[src/rtl/axis_pkt_pkg.sv]
// -----------------------------------------------------------------------------
// axis_pkt_pkg
// Shared definitions for the AXI-Stream packet framer:
//   fsm_state_t : framer state (IDLE = next accept opens a packet, MID = inside)
//   pkt_cw()    : width of the packet-length port / beat counter for a given
//                 maximum packet length (clog2(max)+1, so max itself fits)
// -----------------------------------------------------------------------------
package axis_pkt_pkg;

  typedef enum logic {
    IDLE = 1'b0,
    MID  = 1'b1
  } fsm_state_t;

  function automatic int pkt_cw(input int max_len);
    return $clog2(max_len) + 1;
  endfunction

endpackage

[src/rtl/axis_skid_buf.sv]
// -----------------------------------------------------------------------------
// axis_skid_buf
// Two-entry skid buffer with fully registered outputs. The output entry feeds
// m_*; the skid entry only fills when a beat arrives while the output entry is
// stalled. s_ready is a register derived from the next skid occupancy, so there
// is no combinational path from m_ready to s_ready.
// Ports:
//   aclk, resetn       : clock, asynchronous active-low reset (clears all state)
//   s_valid/s_ready/s_data : upstream handshake and payload
//   m_valid/m_ready/m_data : downstream handshake and payload
// -----------------------------------------------------------------------------
module axis_skid_buf #(
  parameter int PAYLOAD_W = 9
) (
  input  logic                 aclk,
  input  logic                 resetn,
  input  logic                 s_valid,
  output logic                 s_ready,
  input  logic [PAYLOAD_W-1:0] s_data,
  output logic                 m_valid,
  input  logic                 m_ready,
  output logic [PAYLOAD_W-1:0] m_data
);

  logic                 skid_vld_p0;
  logic [PAYLOAD_W-1:0] skid_data_p0;

  logic                 skid_vld_nx;
  logic [PAYLOAD_W-1:0] skid_data_nx;
  logic                 m_vld_nx;
  logic [PAYLOAD_W-1:0] m_data_nx;
  logic                 accept;
  logic                 out_free;

  assign accept   = s_valid && s_ready;
  assign out_free = !m_valid || m_ready;

  // s_ready is low whenever the skid entry holds a beat, so an accept never
  // coincides with a skid drain.
  always_comb begin
    skid_vld_nx  = skid_vld_p0;
    skid_data_nx = skid_data_p0;
    m_vld_nx     = m_valid;
    m_data_nx    = m_data;
    if (out_free) begin
      if (skid_vld_p0) begin
        m_vld_nx    = 1'b1;
        m_data_nx   = skid_data_p0;
        skid_vld_nx = 1'b0;
      end else if (accept) begin
        m_vld_nx  = 1'b1;
        m_data_nx = s_data;
      end else begin
        m_vld_nx = 1'b0;
      end
    end else if (accept) begin
      skid_vld_nx  = 1'b1;
      skid_data_nx = s_data;
    end
  end

  // ---- stage p0 (skid entry) / p1 (output entry) ----
  always_ff @(posedge aclk or negedge resetn) begin
    if (!resetn) begin
      skid_vld_p0  <= 1'b0;
      skid_data_p0 <= '0;
      m_valid      <= 1'b0;
      m_data       <= '0;
      s_ready      <= 1'b0;
    end else begin
      skid_vld_p0  <= skid_vld_nx;
      skid_data_p0 <= skid_data_nx;
      m_valid      <= m_vld_nx;
      m_data       <= m_data_nx;
      s_ready      <= !skid_vld_nx;
    end
  end

endmodule

[src/rtl/axis_pkt_framer.sv]
// -----------------------------------------------------------------------------
// axis_pkt_framer
// Cuts a continuous AXI-Stream into packets of pkt_length beats by marking the
// last beat of each packet with tlast. The length is sampled on the first beat
// of a packet (0 -> 1, above MAX_PKT_LENGTH -> MAX_PKT_LENGTH) and held for the
// rest of it. Beats pass through a 2-entry registered skid buffer carrying
// {tdata, tlast[, tuser]}.
// Ports:
//   aclk, resetn          : clock, asynchronous active-low reset
//   pkt_length [CW]       : requested beats per packet, CW = clog2(MAX)+1
//   s_axis_*              : slave stream (tvalid, tready, tdata)
//   m_axis_*              : master stream (tvalid, tready, tlast, tdata)
//   pkt_count [32]        : packets emitted on the master side, wraps
//   busy                  : a packet is partially accepted
//   m_axis_tuser          : first beat of packet (only with AXIS_PKT_FRAMER_SOF_EN)
// Build option: define AXIS_PKT_FRAMER_SOF_EN to add the m_axis_tuser SOF flag.
// -----------------------------------------------------------------------------
module axis_pkt_framer
  import axis_pkt_pkg::*;
#(
  parameter int TDATA_WIDTH    = 8,
  parameter int MAX_PKT_LENGTH = 256
) (
  input  logic                                aclk,
  input  logic                                resetn,
  input  logic [pkt_cw(MAX_PKT_LENGTH)-1:0]   pkt_length,
  input  logic                                s_axis_tvalid,
  output logic                                s_axis_tready,
  input  logic [TDATA_WIDTH-1:0]              s_axis_tdata,
  output logic                                m_axis_tvalid,
  input  logic                                m_axis_tready,
  output logic                                m_axis_tlast,
  output logic [TDATA_WIDTH-1:0]              m_axis_tdata,
  output logic [31:0]                         pkt_count,
  output logic                                busy
`ifdef AXIS_PKT_FRAMER_SOF_EN
  ,
  output logic                                m_axis_tuser
`endif
);

  localparam int CW = pkt_cw(MAX_PKT_LENGTH);
`ifdef AXIS_PKT_FRAMER_SOF_EN
  localparam int PW = TDATA_WIDTH + 2;
`else
  localparam int PW = TDATA_WIDTH + 1;
`endif

  // Clamp the requested length into [1, MAX_PKT_LENGTH].
  function automatic logic [CW-1:0] sat_len(input logic [CW-1:0] req);
    if (req == '0)
      return CW'(1);
    else if (req > CW'(MAX_PKT_LENGTH))
      return CW'(MAX_PKT_LENGTH);
    else
      return req;
  endfunction

  fsm_state_t    state, state_nx;
  logic [CW-1:0] beat_cnt, beat_cnt_nx;
  logic [CW-1:0] len_q, len_nx;
  logic [CW-1:0] eff_len;
  logic          accept;
  logic          beat_last;
`ifdef AXIS_PKT_FRAMER_SOF_EN
  logic          beat_sof;
`endif
  logic [PW-1:0] skid_in;
  logic [PW-1:0] skid_out;

  assign accept  = s_axis_tvalid && s_axis_tready;
  assign eff_len = sat_len(pkt_length);
  assign busy    = (state == MID);

  always_comb begin
    state_nx    = state;
    beat_cnt_nx = beat_cnt;
    len_nx      = len_q;
    beat_last   = 1'b0;
`ifdef AXIS_PKT_FRAMER_SOF_EN
    beat_sof    = (state == IDLE);
`endif
    case (state)
      IDLE: begin
        if (accept) begin
          // A one-beat packet closes on its own first beat.
          if (eff_len == CW'(1)) begin
            beat_last = 1'b1;
          end else begin
            len_nx      = eff_len;
            beat_cnt_nx = CW'(1);
            state_nx    = MID;
          end
        end
      end
      MID: begin
        if (accept) begin
          if (beat_cnt + CW'(1) == len_q) begin
            beat_last   = 1'b1;
            beat_cnt_nx = '0;
            state_nx    = IDLE;
          end else begin
            beat_cnt_nx = beat_cnt + CW'(1);
          end
        end
      end
      default: state_nx = IDLE;
    endcase
  end

  always_ff @(posedge aclk or negedge resetn) begin
    if (!resetn) begin
      state    <= IDLE;
      beat_cnt <= '0;
      len_q    <= CW'(1);
    end else begin
      state    <= state_nx;
      beat_cnt <= beat_cnt_nx;
      len_q    <= len_nx;
    end
  end

`ifdef AXIS_PKT_FRAMER_SOF_EN
  assign skid_in = {s_axis_tdata, beat_last, beat_sof};
  assign {m_axis_tdata, m_axis_tlast, m_axis_tuser} = skid_out;
`else
  assign skid_in = {s_axis_tdata, beat_last};
  assign {m_axis_tdata, m_axis_tlast} = skid_out;
`endif

  // ---- framing marks -> skid buffer (one-cycle accept-to-valid) ----
  axis_skid_buf #(
    .PAYLOAD_W (PW)
  ) u_skid (
    .aclk    (aclk),
    .resetn  (resetn),
    .s_valid (s_axis_tvalid),
    .s_ready (s_axis_tready),
    .s_data  (skid_in),
    .m_valid (m_axis_tvalid),
    .m_ready (m_axis_tready),
    .m_data  (skid_out)
  );

  // ---- emit side: count completed packets ----
  always_ff @(posedge aclk or negedge resetn) begin
    if (!resetn)
      pkt_count <= '0;
    else if (m_axis_tvalid && m_axis_tready && m_axis_tlast)
      pkt_count <= pkt_count + 32'd1;
  end

endmodule
[config.mk]
export PLATFORM = sky130hd
export DESIGN_NAME = axis_pkt_framer
export DESIGN_NICKNAME = d
export VERILOG_FILES = /design/src/rtl/axis_pkt_pkg.sv /design/src/rtl/axis_skid_buf.sv /design/src/rtl/axis_pkt_framer.sv
export SDC_FILE = /design/constraint.sdc
export NUM_CORES = 1
export LEC_CHECK = 0
export BUFFER_PORTS_ARGS = -buffer_cell sky130_fd_sc_hd__buf_4
export CAP_MARGIN = 25
export CORE_MARGIN = 2
export CORE_UTILIZATION = 46
export DETAILED_ROUTE_END_ITERATION = 10
export PLACE_DENSITY = 0.73
export SLEW_MARGIN = 5
export SYNTH_ARGS = -nofsm -noshare
export SYNTH_HDL_FRONTEND = slang
export SYNTH_HIERARCHICAL = 1
export SYNTH_SLANG_ARGS = --single-unit
[constraint.sdc]
create_clock -name aclk -period 3.1 [get_ports aclk]
set_clock_uncertainty 0.1 [all_clocks]
set_input_delay 0 -clock aclk [delete_from_list [all_inputs] [get_ports aclk]]
set_output_delay 0 -clock aclk [all_outputs]
set_load 0.05 [all_outputs]
# After elaboration in Yosys (flattened, before gate mapping)
# Index checks and enable logic that the tools add are counted.
# totals
register_bits	72
wordCells	53
# classes
n_reduce_logical	12
magnitude_cmp	1
n_eq_ne	5
bitwise_logic	3
n_addsub	2
mux	21
# ops
operator	count
$mux W9	8
$add A32 B1 Y32 const B	1
$pmux W9 S2	1
$mux W1	10
$add A9 B1 Y9 const B	1
$eq A9 B1 Y1 const B	1
$eq A9 B9 Y1	1
$gt A9 B9 Y1 const B	1
$logic_not A9 Y1	1
$reduce_and A3 Y1	2
$ne A2 B2 Y1 const B	2
$pmux W1 S2	2
$reduce_and A2 Y1	2
$logic_and A1 B1 Y1	3
$not A1 Y1	3
$logic_not A1 Y1	2
$ne A2 B1 Y1 const B	1
$reduce_bool A2 Y1	1
$logic_or A1 B1 Y1	1

# Logic depth before layout (Yosys ltp)
# depth
ltp_word	8
ltp_mapped	10
depth_no_buf	9

# Modules after synthesis
# Netlist, hierarchy kept.
# by_module_without_submodules
module	cells_per_inst	n_inst	area_per_inst_um2	seq_area_each_um2
axis_pkt_framer	268	1	2765.2	1277.5
axis_skid_buf	57	1	964.7	525.5

# Worst setup path after synthesis
# Ideal clock, no wire load.
# synth_path
kind	register to register
startpoint	reg beat_cnt[1]
endpoint	reg u_skid.m_data[0]
slack_ns	0.668
synth_period_minus_slack_ns	2.432
setup_ns	0.125
path_stages_with_launch	11
arrival_time_ns	2.207
required_ns	2.875
path_buffers	1
path_cell_list	dfrtp_1 -> ha_1 -> buf_2 -> nand3_2 -> or2_1 -> xnor2_1 -> o2111ai_2 -> nor3b_1 -> o21a_1 -> mux2_2 -> mux2_4
# synth_via
elab_chain_cells	6
# synth_rtl
element	line_no	rtl
start, declared	axis_pkt_framer.sv:60	logic [CW-1:0] beat_cnt, beat_cnt_nx;
start signal, assigned	axis_pkt_framer.sv:118	beat_cnt <= beat_cnt_nx;
$add A9 B1 Y9	axis_pkt_framer.sv:98	if (beat_cnt + CW'(1) == len_q) begin
$eq A9 B9 Y1	axis_pkt_framer.sv:98	
$mux W1	axis_pkt_framer.sv:98	
$pmux W1 S2	axis_pkt_framer.sv:83	case (state)
net beat_last	axis_pkt_framer.sv:64	logic beat_last;
$mux W9	axis_skid_buf.sv:50	end else if (accept) begin
$mux W9	axis_skid_buf.sv:46	if (skid_vld_p0) begin
end signal, assigned	axis_skid_buf.sv:74	m_data <= m_data_nx;
end, declared	axis_skid_buf.sv:22	output logic [PAYLOAD_W-1:0] m_data
# The timed path passes the listed nets, and every way through them passes these cells. The select of a mux whose other input is x is not followed.
# A chain may end at the register's enable or synchronous reset.

# Worst setup path in the final report
# layout_path
startpoint	reg beat_cnt[0]
endpoint	reg u_skid.m_data[0]
# The elaborated chain is that of the path after synthesis.

==> key figures <==
Status
  – Result of the run: completed

Logic synthesis
  – Portion of synthesized cell area occupied by the leading cell type: 0.476
  – Primary flip-flop cell chosen by synthesis mapping: dfrtp_1
  – Sequential area share after synthesis: 0.483
  – Flop and latch count out of synthesis: 72
  – Synthesis Warnings: 6
  – Count of unique library cells instantiated by Yosys: 58
  – Library cell with the highest instance count after synthesis: dfrtp_1
  – Syn avg cell area: 11.5 um2
  – Post-synth top area cell: dfrtp_1
  – Ranking of synthesized cells by area: dfrtp_1, xnor2_1, mux2_2
  – Summed instance area of the synthesized netlist: between 3000 and 4000 um2
  – Post-synth top cells: dfrtp_1, nand2_1, xnor2_1, mux2_2, nand3_1
  – Post-synthesis net count: ~350
  – Synthesized instance count: 325
  – Post-synthesis async set-or-reset flop share: 1.00
  – Post-synth EDFFs: 0

Setup path
  – CP cell instances: ha_1, inv_1, o21ai_0, o211ai_2, a21oi_4, nor3b_1, o21a_1, mux2_2, mux2_4
  – Critical path startpoint category: register
  – Cell type group with the largest total delay on the critical path: compound AO/OA/AOI/OAI gates
  – Data required time of the worst path: roughly 3.2 ns
  – Highest net fanout along the worst path: 10
  – Path type of the worst setup path: reg2reg
  – Arrival time reported for the critical path endpoint: 2.93 ns
  – Slowest library cell on the worst path: dfrtp_1
  – Endpoint kind of the worst setup timing path: register
  – Max stage delay on crit path: 0.53 ns
  – Number of buffer and inverter instances along the worst setup path: 1

Placed design
  – Post-Place Cells: 480
  – Final estimated routing congestion in global placement: 0.831
  – Number of port buffers: between 60 and 70
  – Post-DP HPWL: approximately 5.4 mm

Pwr
  – Fraction of power consumed by combinational cells: 0.342
  – Fraction of power consumed by the clock network: 0.239
  – Switching Power: 1.12 mW
  – Leakage power of the design: 2.14 nW
  – Internal power contribution: slightly below 2 mW
  – Net switching fraction of the power: 0.363
  – Power density normalized to cell area: 663 nW/um2
  – Worst vdd rail ir drop: 0.410 mV
  – Final Power: around 3.1 mW
  – Sequential fraction of design power: 0.419

Floorplanning
  – Die outline width: approximately 94 um
  – Top-level I/O count: 65
  – Height of the chip: between 90 and 100 um
  – Standard cell core area: 7810 um2
  – Floorplan row count: 32
  – Area of the die: between 8000 and 9000 um2
  – Initial Utilization: 0.478

Drt
  – Routed length per instance: 15.1 um
  – Number of nets with antenna violations after routing: 0
  – Final WL: 7.76 mm
  – Via count: 2,731
  – Vias per inst: about 5.3
  – First-pass iteration count of the detailed router: 5
  – Number of remaining DRC errors: 0
  – Detailed router's first-iteration violation count: 122

Clock tree
  – Clock transition at the register clock pins on the worst setup and hold paths after CTS: 0.07 ns
  – Skew-Pair Late Insertion Delay: 0.34 ns
  – # resized after CTS: 0
  – H-tree Lvls: 3
  – Clock Path Buffers: 2
  – Num Clock Sinks: 72
  – TritonCTS clock tree: yes
  – Root cell of the clock tree: clkbuf_8
  – Number of clock buffers inserted by TritonCTS: 9

Finish
  – Diode insertion count for antenna repair: 0
  – Post-Route Utilization: 0.598
  – Area growth from synthesis to layout: 25.3%
  – Non-Filler Instances: 515
  – Proportion of layout cells with a drive suffix above 1: 0.322
  – Net count reported at finish: about 430
  – Fill count: 665

Worst hold path
  – Worst min-delay path category: in2reg

Timing
  – Total negative slack: 0 ns
  – Final number of hold-violating endpoints: 0
  – Setup-violating endpoint count in the final report: 0
  – Unrepaired setup endpoints after global routing: false
  – Worst slack on hold paths: approximately 0.024 ns
  – Minimum clock period: around 2.8 ns
  – Fmax: approximately 360 MHz
  – Slew at the pin closest to its max-slew limit: 0.908 ns
  – Final slew viol count: 0
  – Final Cycle Share: 0.905
  – Max-slew headroom: 0.395

Global routing
  – Number of global-route vias before repair: 2,726
  – Remaining global-route overflow: 0
  – Number of antenna violations at the first check in global routing: 0
  – Gr usage total: 0.188
  – Wire length of the first global-routing pass: 13.0 mm
  – Maximum number of pins on one net before global-route repair: between 70 and 80

Run
  – Total of max-cap violations: 0
==> sequential cells by signal, indices dropped and copies added, names as in the netlist <==
register,flops
beat_cnt,9
busy,1
len_q,9
pkt_count,32
u_skid/m_data,9
u_skid/m_valid,1
u_skid/s_ready,1
u_skid/skid_data_p0,9
u_skid/skid_vld_p0,1
==> logic make-up (layout without fill, tap and decap cells) <==
logic type                 Yosys count  in the layout  synth area share
and+or+nand+nor                    125            125             0.195
DFF                                 72             72             0.483
AOI/OAI and AO/OA                   41             41            0.0956
xor gates and xnor gates            40             40            0.0959
muxes                               32             32             0.105
buffers and inverters               13            101            0.0184
adders and majority gates            2              2           0.00671
==> metal layers <==
layer | vias up | global-route usage | wire (um)
met2 | 60 | 0.294 | 3770
met3 | 8 | 0.0514 | 361
met1 | 1336 | 0.252 | 3540
li1 | 1327 | - | -
met5 | - | 0 | 0
met4 | 0 | 0.0628 | 89
==> stage by stage <==
| step | worst slack, ns | instance area [um2] |
|---|---|---|
| after floorplan | 0.668 | 3730 |
| after global placement | 0.398 | 4280 |
| after detailed placement | 0.326 | 4280 |
| after CTS | 0.309 | 4670 |
| after global routing | 0.116 | 4670 |
| final | 0.295 | 4670 |
==> power by group through the flow <==
stage | Sequential (mW) | Clock, mW | Combinational (mW)
after global routing | 1.33 | 0.805 | 1.15
after detailed placement | 1.31 | 0 | 1.03
after global placement | 1.30 | 0 | 1.01
final | 1.30 | 0.741 | 1.06
after CTS | 1.29 | 0.764 | 1.06
after floorplan | 1.37 | 0 | 0.728
==> worst register-to-register path: cells and delay by family, from the launching register on <==
| kind | cells | cell delay [ns] |
|---|---|---|
| AOI/OAI and AO/OA | 4 | 0.91 |
| muxes | 2 | 0.50 |
| buffers and inverters | 1 | 0.13 |
| and+or+nand+nor | 1 | 0.10 |
| adders and majority gates | 1 | 0.41 |
| DFF | 1 | 0.53 |
==> placed cells by master (no fill, tap or decap), drive strengths merged, types with 7 or more instances in the layout <==
cell	count
and3	12
buf	64
clkbuf	11
dfrtp	71
dlygate4sd3	20
mux2	29
nand2	36
nand2b	7
nand3	21
nor2	14
o21ai	15
xnor2	29
xor2	11
==> cell type report <==
class,count,area [um2],area share
well taps,102,128,0.0273
clock inverters,4,53.8,0.0115
inverters,2,7.51,0.00161
multi-input cells,240,1860,0.398
flip-flops and latches,72,1800,0.386
repair buffers,84,681,0.146
clock buffers,11,141,0.0303
==> final timing paths <==
check / startpoint / end / slack, ns / cells after the start
setup / recovery: beat_cnt[0]$_DFFE_PN0P_ / u_skid/m_data[0]$_DFFE_PN0P_ / 0.29 / 9
hold / removal: s_axis_tvalid / busy$_DFF_PN0_ / 0.02 / 4
setup reg to reg: beat_cnt[0]$_DFFE_PN0P_ / u_skid/m_data[0]$_DFFE_PN0P_ / 0.29 / 9
hold reg to reg: pkt_count[29]$_DFFE_PN0P_ / pkt_count[29]$_DFFE_PN0P_ / 0.40 / 1
max in group asynchronous: resetn / u_skid/skid_data_p0[4]$_DFFE_PN0P_ / 2.07 / 2
min in group asynchronous: resetn / len_q[6]$_DFFE_PN0P_ / 0.22 / 2
==> repair_timing <==
item / 4_1_cts / 5_1_grt
hold endpoints to repair: 100 / 0
buffers inserted: 0 / 0
hold buffers: 20 / 0
No activity file was read; power rests on OpenSTA's default activity.
